--- src/rtl/spi_pkg.sv ---
// Shared types and constants for the SPI burst sequencer and its FIFOs.
package spi_pkg;

    // Byte width shared with spi_core.
    localparam int unsigned SPI_DWIDTH = 8;

    // Sequencer states, one spi_core transfer per START..READ pass.
    typedef enum logic [2:0] {
        IDLE,
        START,
        GAP,
        WAIT,
        READ
    } spi_state_e;

    // Ceiling log2, used to size FIFO pointers and counters.
    function automatic int unsigned clog2(input int unsigned value);
        int unsigned r;
        r = 0;
        for (int unsigned i = 0; i < 32; i++) begin
            if ((32'd1 << i) < value) r = i + 1;
        end
        return r;
    endfunction

endpackage

--- src/rtl/spi_sync_fifo.sv ---
// Synchronous FIFO with registered storage, occupancy count and a flush that
// empties it in one cycle. A push coincident with flush lands in the emptied
// FIFO; callers that must discard such pushes gate push_i themselves.
module spi_sync_fifo
    import spi_pkg::*;
#(
    parameter int unsigned DWIDTH = SPI_DWIDTH,
    parameter int unsigned DEPTH  = 4
) (
    input  logic                  clk,
    input  logic                  rst,
    input  logic                  flush_i,
    input  logic                  push_i,
    input  logic [DWIDTH-1:0]     wdata_i,
    input  logic                  pop_i,
    output logic [DWIDTH-1:0]     rdata_o,
    output logic                  full_o,
    output logic                  empty_o,
    output logic [clog2(DEPTH):0] count_o
);

    localparam int unsigned AW = clog2(DEPTH);
    localparam int unsigned CW = AW + 1;

    logic [DWIDTH-1:0] mem_q [DEPTH];
    logic [AW-1:0]     wr_ptr_q;
    logic [AW-1:0]     rd_ptr_q;
    logic [CW-1:0]     count_q;
    logic              do_push;
    logic              do_pop;

    assign full_o  = (count_q == CW'(DEPTH));
    assign empty_o = (count_q == '0);
    assign count_o = count_q;
    assign rdata_o = mem_q[rd_ptr_q];

    // A push into a full FIFO is legal only when a pop frees the slot this cycle.
    assign do_push = push_i && (!full_o || pop_i);
    assign do_pop  = pop_i && !empty_o;

    // Storage, pointers and occupancy; flush realigns the write pointer to the read pointer.
    always_ff @(posedge clk or posedge rst) begin
        if (rst) begin
            for (int unsigned i = 0; i < DEPTH; i++) mem_q[i] <= '0;
            wr_ptr_q <= '0;
            rd_ptr_q <= '0;
            count_q  <= '0;
        end else if (flush_i) begin
            if (push_i) mem_q[rd_ptr_q] <= wdata_i;
            wr_ptr_q <= rd_ptr_q + AW'(push_i);
            count_q  <= CW'(push_i);
        end else begin
            if (do_push) begin
                mem_q[wr_ptr_q] <= wdata_i;
                wr_ptr_q        <= wr_ptr_q + AW'(1);
            end
            if (do_pop) rd_ptr_q <= rd_ptr_q + AW'(1);
            count_q <= count_q + CW'(do_push) - CW'(do_pop);
        end
    end

endmodule

--- src/rtl/spi_burst_ctrl.sv ---
// Host-side sequencer in front of spi_core: drains a TX FIFO one byte per
// spi_core transfer and collects each received byte into an RX FIFO.
module spi_burst_ctrl
    import spi_pkg::*;
#(
    parameter int unsigned DWIDTH = SPI_DWIDTH,
    parameter int unsigned DEPTH  = 4
) (
    input  logic              clk,
    input  logic              rst,
    input  logic              tx_valid,
    output logic              tx_ready,
    input  logic [DWIDTH-1:0] tx_data,
    output logic              rx_valid,
    input  logic              rx_ready,
    output logic [DWIDTH-1:0] rx_data,
    input  logic              flush,
    output logic              busy,
    output logic              core_cs,
    output logic              core_wr,
    output logic              core_rd,
    output logic [DWIDTH-1:0] core_din,
    input  logic [DWIDTH-1:0] core_dout,
    input  logic              core_done
);

    localparam int unsigned CW = clog2(DEPTH) + 1;

    spi_state_e        state_q;
    logic              core_cs_q;
    logic              core_wr_q;
    logic              core_rd_q;
    logic [DWIDTH-1:0] core_din_q;

    logic              tx_push;
    logic              tx_pop;
    logic              tx_full;
    logic              tx_empty;
    logic [DWIDTH-1:0] tx_head;
    logic [CW-1:0]     tx_count;
    logic              rx_push;
    logic              rx_pop;
    logic              rx_full;
    logic              rx_empty;
    logic [CW-1:0]     rx_count;
    logic              issue_ok;
    logic              unused_status;

    assign tx_ready = !tx_full;
    assign rx_valid = !rx_empty;
    assign busy     = (state_q != IDLE);
    assign core_cs  = core_cs_q;
    assign core_wr  = core_wr_q;
    assign core_rd  = core_rd_q;
    assign core_din = core_din_q;

    // Host pushes coincident with flush are dropped; the READ push is not,
    // so an in-flight byte still lands in the freshly emptied RX FIFO.
    assign tx_push = tx_valid && tx_ready && !flush;
    assign tx_pop  = (state_q == START);
    assign rx_push = (state_q == READ);
    assign rx_pop  = rx_ready && !rx_empty;

    // Issue happens only from IDLE, where no byte is in flight, so a free RX
    // slot is simply "not full"; that slot is reserved until READ fills it.
    assign issue_ok = !tx_empty && !rx_full && !flush;

    assign unused_status = ^{tx_count, rx_count};

    spi_sync_fifo #(.DWIDTH(DWIDTH), .DEPTH(DEPTH)) u_tx_fifo (
        .clk     (clk),
        .rst     (rst),
        .flush_i (flush),
        .push_i  (tx_push),
        .wdata_i (tx_data),
        .pop_i   (tx_pop),
        .rdata_o (tx_head),
        .full_o  (tx_full),
        .empty_o (tx_empty),
        .count_o (tx_count)
    );

    spi_sync_fifo #(.DWIDTH(DWIDTH), .DEPTH(DEPTH)) u_rx_fifo (
        .clk     (clk),
        .rst     (rst),
        .flush_i (flush),
        .push_i  (rx_push),
        .wdata_i (core_dout),
        .pop_i   (rx_pop),
        .rdata_o (rx_data),
        .full_o  (rx_full),
        .empty_o (rx_empty),
        .count_o (rx_count)
    );

    // Transfer sequencer with registered spi_core strobes; GAP masks a stale done.
    always_ff @(posedge clk or posedge rst) begin
        if (rst) begin
            state_q    <= IDLE;
            core_cs_q  <= 1'b0;
            core_wr_q  <= 1'b0;
            core_rd_q  <= 1'b0;
            core_din_q <= '0;
        end else begin
            case (state_q)
                IDLE: begin
                    if (issue_ok) begin
                        state_q    <= START;
                        core_cs_q  <= 1'b1;
                        core_wr_q  <= 1'b1;
                        core_din_q <= tx_head;
                    end
                end
                START: begin
                    state_q   <= GAP;
                    core_cs_q <= 1'b0;
                    core_wr_q <= 1'b0;
                end
                GAP: begin
                    state_q <= WAIT;
                end
                WAIT: begin
                    if (core_done) begin
                        state_q   <= READ;
                        core_cs_q <= 1'b1;
                        core_rd_q <= 1'b1;
                    end
                end
                READ: begin
                    state_q   <= IDLE;
                    core_cs_q <= 1'b0;
                    core_rd_q <= 1'b0;
                end
                default: begin
                    state_q   <= IDLE;
                    core_cs_q <= 1'b0;
                    core_wr_q <= 1'b0;
                    core_rd_q <= 1'b0;
                end
            endcase
        end
    end

endmodule
--- config.mk ---
export PLATFORM = sky130hd
export DESIGN_NAME = spi_burst_ctrl
export DESIGN_NICKNAME = d
export VERILOG_FILES = /design/src/rtl/spi_pkg.sv /design/src/rtl/spi_sync_fifo.sv /design/src/rtl/spi_burst_ctrl.sv
export SDC_FILE = /design/constraint.sdc
export NUM_CORES = 1
export LEC_CHECK = 0
export BUFFER_PORTS_ARGS = -buffer_cell sky130_fd_sc_hd__buf_2
export CAP_MARGIN = 20
export CORE_UTILIZATION = 55
export DETAILED_ROUTE_END_ITERATION = 10
export PLACE_DENSITY = 0.74
export SYNTH_ARGS = -nofsm -noshare
export SYNTH_HDL_FRONTEND = slang
export SYNTH_HIERARCHICAL = 1
export SYNTH_SLANG_ARGS = --single-unit
--- constraint.sdc ---
create_clock -name clk -period 3.25 [get_ports clk]
set_clock_uncertainty 0.1 [all_clocks]
set_input_delay 0.325 -clock clk [delete_from_list [all_inputs] [get_ports clk]]
set_output_delay 0.325 -clock clk [all_outputs]
set_load 0.02 [all_outputs]
== Word-level counts from Yosys, hierarchy flattened ==
Cells that the tools add are included.
Widths: inputs -> output; s select.

* Register bits: 92
* Input port bits: 22
* Output and inout port bits: 22
* Word-level logic and storage cells: 130

* Add/sub/neg operators: 10
* Order comparisons: 8
* Equality and inequality tests: 10
* Multiplexer cells: 38
* Bitwise logic cells: 8
* Reductions and logical operators: 37

{| class="wikitable"
|+ Operator list
! kind !! count
|-
| $mux 32 || 6
|-
| $bwmux 32 || 4
|-
| $demux 8 s2 || 4
|-
| $mux 8 || 8
|-
| $bmux 8 s2 || 2
|-
| $reduce_and 2->1 || 8
|-
| $logic_and 1x1->1 || 13
|-
| $ge 3x3->1 const B || 4
|-
| $lt 3x1->1 const B || 4
|-
| $mux 3 || 4
|-
| $not 2->3 || 4
|-
| $pmux 3 s4 || 1
|-
| $eq 3x3->1 const B || 3
|-
| $logic_not 3->1 || 3
|-
| $add 2x1->2 const B || 4
|-
| $mux 2 || 4
|-
| $add 3x1->3 || 2
|-
| $eq 3x2->1 const B || 2
|-
| $reduce_or 3->1 || 2
|-
| $sub 3x1->3 || 2
|-
| $logic_not 1->1 || 5
|-
| $add 2x1->2 || 2
|-
| $ne 2x1->1 const B || 2
|-
| $ne 2x2->1 const B || 2
|-
| 9 further kinds || 16
|}

== Logic depth before layout (Yosys ltp) ==
* Depth in word-level cells: 8
* Mapped depth: 13
* Gate-level depth less buffers: 11

== Hierarchy ==
Netlist, hierarchy kept.

{| class="wikitable"
|+ By module, submodules not included
! module !! instances !! cells each !! area an instance (um^2) !! sequential area each (um^2)
|-
| spi_sync_fifo || 2 || 137 || 2049.5 || 975.9
|-
| spi_burst_ctrl || 1 || 50 || 618.1 || 350.3
|}

== Worst setup path before layout ==
Ideal clock, no wire load.

* Path type: register to register
* From: register u_tx_fifo.count_q[2] (netlist: u_tx_fifo/count_o[2])
* To: register u_tx_fifo.count_q[2] (netlist: u_tx_fifo/count_o[2])
* Setup time: 0.139 ns
* Data arrival time: 2.696 ns
* Data required time: 3.011 ns
* Slack: 0.315 ns
* Cell stages (with the launch flop): 14
* Buffers on the path: 2
* Clock period less this slack: 2.935 ns
* Path through: dfrtp_1 > or3b_1 > buf_4 > inv_1 > nor3b_1 > clkbuf_1 > o21ai_0 > ha_1 > inv_1 > ha_1 > inv_1 > fa_1 > xnor2_1 > nor2_1

* Cells in the longest elaborated chain, start to end: 8
* Elaborated cells between the ends (all ways): 12
* Those cells by class: add/sub: 2; eq/ne: 1; mux: 1; reduce/logical: 8

{| class="wikitable"
|+ Ends and longest elaborated chain
! item !! RTL line !! source
|-
| start, declared || spi_sync_fifo.sv:28 || <nowiki>logic [CW-1:0] count_q;</nowiki>
|-
| start signal, assigned || spi_sync_fifo.sv:51 || <nowiki>count_q <= CW'(push_i);</nowiki>
|-
| start signal, assigned || spi_sync_fifo.sv:58 || <nowiki>count_q <= count_q + CW'(do_push) - CW'(do_pop);</nowiki>
|-
| $eq 3x3->1 || spi_sync_fifo.sv:32 || <nowiki>assign full_o = (count_q == CW'(DEPTH));</nowiki>
|-
| via tx_full || spi_burst_ctrl.sv:37 || <nowiki>logic tx_full;</nowiki>
|-
| $logic_not 1->1 || spi_burst_ctrl.sv:49 || <nowiki>assign tx_ready = !tx_full;</nowiki>
|-
| $logic_and 1x1->1 (2 in series) || spi_burst_ctrl.sv:59 || <nowiki>assign tx_push = tx_valid && tx_ready && !flush;</nowiki>
|-
| via tx_push || spi_burst_ctrl.sv:35 || <nowiki>logic tx_push;</nowiki>
|-
| $logic_and 1x1->1 || spi_sync_fifo.sv:38 || <nowiki>assign do_push = push_i && (!full_o || pop_i);</nowiki>
|-
| $add 3x1->3 || spi_sync_fifo.sv:58 ||
|-
| $sub 3x1->3 || spi_sync_fifo.sv:58 ||
|-
| $mux 3 || spi_sync_fifo.sv:48 || <nowiki>end else if (flush_i) begin</nowiki>
|}

The timed path passes the listed nets, and every way through them passes these cells.
A chain may end at the register's enable or synchronous reset.

== Worst setup path after layout ==
Ends and elaborated chain as after synthesis.

==> impl_results.md <==
* Result of the run: finished, final reports clean
* Cell accounting for the most synthesized area: sky130_fd_sc_hd__dfrtp_1
* Maximum number of pins on one net before global-route repair at 40
* Number of clock buffers inserted by TritonCTS at 9
* Setup repair after global routing missed its margin: false
* Distinct cell type count after synthesis at 35
* Reported leakage power at 2.46 nW
* Global-route wire length before repair at 13.9 mm
* Fill cell instance count of the final layout at 643
* Switching power share of the total at 0.351
* Share of cells above drive strength 1 at 0.468
* Post-synthesis cell area at 4720 sq um
* Mean Syn Cell Area at 14.6 sq um
* VDD IR-drop max at 0.445 mV
* Final TNS setup at 0 ns
* Number of nets at the end of the flow at 418
* Portion of the clock cycle consumed by the worst path in the final layout at 0.879
* Xor and xnor area share after synthesis at 0.0149
* Die Ht at 94.6 microns
* Yosys warnings at 6
* Worst Setup Start Kind: flip-flop
* CTS clock-pin slew for the worst setup and hold paths at 0.09 ns
* Fin. max-slew vios at 0
* Total power divided by cell area at 888 nW/um^2
* DRC violation count after routing at 0
* Total routing resource utilization after global routing at 0.207
* Data arrival, critical path at 2.98 ns
* Post-CTS setup buffers at 0
* Via count of the first global-routing pass at 2908
* Clock period minus final worst setup slack at 2.86 ns
* Initial antenna violation count at 0
* Initial drt markers at 101
* Count of H-tree levels built during CTS at 3
* Layout area overhead at 11.6%
* Design internal power at 3.03 mW
* Clk Latency, worst-skew pair at 0.35 ns
* Fraction of the yosys area taken by sequential cells at 0.488
* Final design area excluding fillers at 5270 sq um
* Crit path max fanout at 9
* Mapped Cells at 324
* Iteration count of the initial detailed-routing pass at 4
* Final setup viols at 0
* Simple-gate area share of the yosys netlist at 0.0475
* Fraction of power consumed by the clock network at 0.165
* HP Class: in -> reg
* Final hold slack at 0.131 ns
* Effective utilization at floorplan at 0.571
* Number of buffers between clock root and the deepest sink at 2
* Max transition margin at 0.494
* Synth area leaders: sky130_fd_sc_hd__dfrtp_1 49%, sky130_fd_sc_hd__mux2_2 19%, sky130_fd_sc_hd__mux4_2 7.6%, sky130_fd_sc_hd__ha_1 5.8%, sky130_fd_sc_hd__o311ai_4 4.5%
* Number of clock sinks seen by CTS at 92
* Share of power burned in registers at 0.438
* Worst Path Class, Setup: reg -> reg
* Number of placement rows at 33
* Vias per inst at 5.60
* Number of hold violations in the final report at 0
* Crit path required time at 3.37 ns
* Cells after DPL at 465
* CTS tree: yes
* NetSw at 1.64 mW
* Floorplan core area at 8260 sq um
* Transition time at the pin with the least slew margin at 0.748 ns
* Combinational family with the most area after synthesis: multiplexers
* Avg WL per Cell at 17.3 microns
* CTS Root Buffer Type: sky130_fd_sc_hd__clkbuf_8
* Die area at 8950 sq um
* Compound-Gate Fraction of Synth Area at 0.0727
* Max Fclk at 0.350 GHz
* Net Count, Synth at 370
* GP Congestion at 0.817
* Number of vias in the routed layout at 2693
* Quantity of I/O buffers inserted on ports at 43
* Maximum Capacitance Violations at 0
* Ant diodes at 0
* Detailed Route WL at 8.32 mm
* Post-synthesis adder-cell area fraction at 0.0668
* Placement-stage worst setup slack at 0.381 ns
* Number of ports placed on the die boundary at 44
* Gr ovfl total at 0
* HPWL reported at the end of detailed placement at 5.80 mm
* Kind of end point of the critical path: flip-flop
* Proportion of power drawn by combinational gates at 0.397
* Yosys reg bits at 92
* Number of antenna-violating nets in the routed design at 0
* Worst setup slack after layout at 0.394 ns
* Yosys top cell area share at 0.488
* Number of non-filler instances in the completed layout at 481
* Share of synthesized area spent on multiplexers at 0.277
* Cell area reported after detailed placement at 5060 sq um
* Horizontal die dimension at 94.6 microns
==> what timing repair did <==
| action | CTS | global route |
|---|---|---|
| endpoints found under the setup margin | 0 | 0 |
| gates resized for setup | 0 | 0 |
| hold buffers | 1 | 0 |
| hold endpoints to repair | 51 | 0 |
==> flip-flops by register name (all words and copies together) (netlist names), 2 cells and up <==
signal              flops
u_rx_fifo/mem_q        32
u_tx_fifo/rd_ptr_q      2
u_rx_fifo/count_o       3
u_tx_fifo/mem_q        32
u_tx_fifo/wr_ptr_q      2
u_rx_fifo/rd_ptr_q      2
u_tx_fifo/count_o       3
state_q                 3
core_din                8
u_rx_fifo/wr_ptr_q      2
==> worst max-delay path, stage by stage, from the launching register on <==
cell,delay (ns)
sky130_fd_sc_hd__dfrtp_1,0.42
sky130_fd_sc_hd__or3b_1,0.45
sky130_fd_sc_hd__inv_1,0.12
sky130_fd_sc_hd__nor3b_2,0.19
sky130_fd_sc_hd__buf_4,0.22
sky130_fd_sc_hd__o21ai_0,0.11
sky130_fd_sc_hd__ha_1,0.30
sky130_fd_sc_hd__inv_1,0.06
sky130_fd_sc_hd__ha_1,0.13
sky130_fd_sc_hd__inv_1,0.05
sky130_fd_sc_hd__fa_1,0.37
sky130_fd_sc_hd__xnor2_1,0.16
sky130_fd_sc_hd__nor2_1,0.05
==> layout make-up <==
type	count	area, sq um	share of cell area
clock buffers	9	124	0.0235
repair buffers	52	285	0.0542
flip-flops and latches	92	2300	0.437
well taps	105	131	0.0250
inverters	23	86.3	0.0164
clock inverters	6	72.6	0.0138
multi-input cells	194	2260	0.430
==> power groups by stage <==
stage               Combinational [mW]  Sequential [mW]  Clock [mW]
global route                      2.04             2.13       0.844
global placement                  1.83             2.04           0
floorplan                         1.49             1.98           0
detailed placement                1.88             2.08           0
CTS                               1.89             2.05       0.797
finish                            1.86             2.05       0.771
==> synth_stat cells <==
library cell	number
sky130_fd_sc_hd__fa_1	2
sky130_fd_sc_hd__o21ba_2	2
sky130_fd_sc_hd__nor3b_1	3
sky130_fd_sc_hd__nor3_1	7
sky130_fd_sc_hd__nand3_4	1
sky130_fd_sc_hd__nor2_2	1
sky130_fd_sc_hd__o21ai_0	6
sky130_fd_sc_hd__mux2_2	80
sky130_fd_sc_hd__o311ai_4	8
sky130_fd_sc_hd__a211oi_1	1
sky130_fd_sc_hd__and3_1	1
sky130_fd_sc_hd__a2111oi_1	1
sky130_fd_sc_hd__nand2_1	5
sky130_fd_sc_hd__o21a_1	2
sky130_fd_sc_hd__buf_4	3
sky130_fd_sc_hd__inv_1	23
sky130_fd_sc_hd__a22oi_1	2
sky130_fd_sc_hd__ha_1	22
sky130_fd_sc_hd__buf_1	4
sky130_fd_sc_hd__xor2_1	2
sky130_fd_sc_hd__o31a_1	2
sky130_fd_sc_hd__a21o_1	1
sky130_fd_sc_hd__or3b_1	2
sky130_fd_sc_hd__o211a_1	1
sky130_fd_sc_hd__xnor2_1	6
sky130_fd_sc_hd__dfrtp_1	92
sky130_fd_sc_hd__mux2_1	4
sky130_fd_sc_hd__buf_2	2
sky130_fd_sc_hd__nand2b_1	3
sky130_fd_sc_hd__clkbuf_1	6
sky130_fd_sc_hd__nor3_4	1
sky130_fd_sc_hd__nor2b_1	4
sky130_fd_sc_hd__nor4b_1	2
sky130_fd_sc_hd__mux4_2	16
sky130_fd_sc_hd__nor2_1	6
==> cell usage in the layout (no fill, tap or decap), drive strengths merged <==
master / instances
dfrtp: 92
mux2: 84
buf: 51
inv: 26
ha: 22
mux4: 16
clkbuf: 9
o311ai: 8
nor3: 8
nor2: 7
o21ai: 6
xnor2: 6
nand2: 5
nor2b: 4
nand2b: 3
nor3b: 3
or3b: 2
nor4b: 2
o21a: 2
o31a: 2
xor2: 2
o21ba: 2
a22oi: 2
fa: 2
o211a: 1
nand3: 1
a21o: 1
a211oi: 1
a2111oi: 1
and3: 1
clkinv: 1
bufinv: 1
clkinvlp: 1
dlygate4sd3: 1
==> routing by layer <==
| layer | wire length [microns] | track usage | vias up |
|---|---|---|---|
| met5 | 0 | 0 | - |
| met3 | 240 | 0.0370 | 12 |
| met2 | 4260 | 0.360 | 40 |
| met1 | 3690 | 0.253 | 1380 |
| met4 | 125 | 0.0846 | 0 |
| li1 | - | - | 1261 |
==> logic make-up after synthesis <==
| family | after synthesis |
|---|---|
| AOI/OAI and AO/OA | 26 |
| DFF | 92 |
| and+or+nand+nor | 36 |
| xor gates and xnor gates | 8 |
| buffers and inverters | 38 |
| muxes | 100 |
| adders and majority gates | 24 |
==> final timing paths <==
check / start / slack [ns] / to / depth (start not counted)
min in group asynchronous: rst / 0.49 / core_din[4]$_DFFE_PP0P_ / 3
setup reg to reg: u_tx_fifo/count_o[2]$_DFF_PP0_ / 0.39 / u_tx_fifo/count_o[2]$_DFF_PP0_ / 12
setup / recovery: u_tx_fifo/count_o[2]$_DFF_PP0_ / 0.39 / u_tx_fifo/count_o[2]$_DFF_PP0_ / 12
max in group asynchronous: rst / 2.15 / core_wr$_DFFE_PP0P_ / 3
hold reg to reg: core_rd$_DFFE_PP0P_ / 0.39 / core_rd$_DFFE_PP0P_ / 1
hold / removal: tx_data[2] / 0.13 / u_tx_fifo/mem_q[10]$_DFFE_PP0P_ / 2
==> stage by stage <==
step / power, mW / utilization
floorplan: 3.46 / -
global placement: 3.87 / 0.613
detailed placement: 3.96 / 0.613
CTS: 4.74 / 0.638
global route: 5.01 / 0.638
finish: 4.68 / 0.638
(Power assumes the default switching activity.)
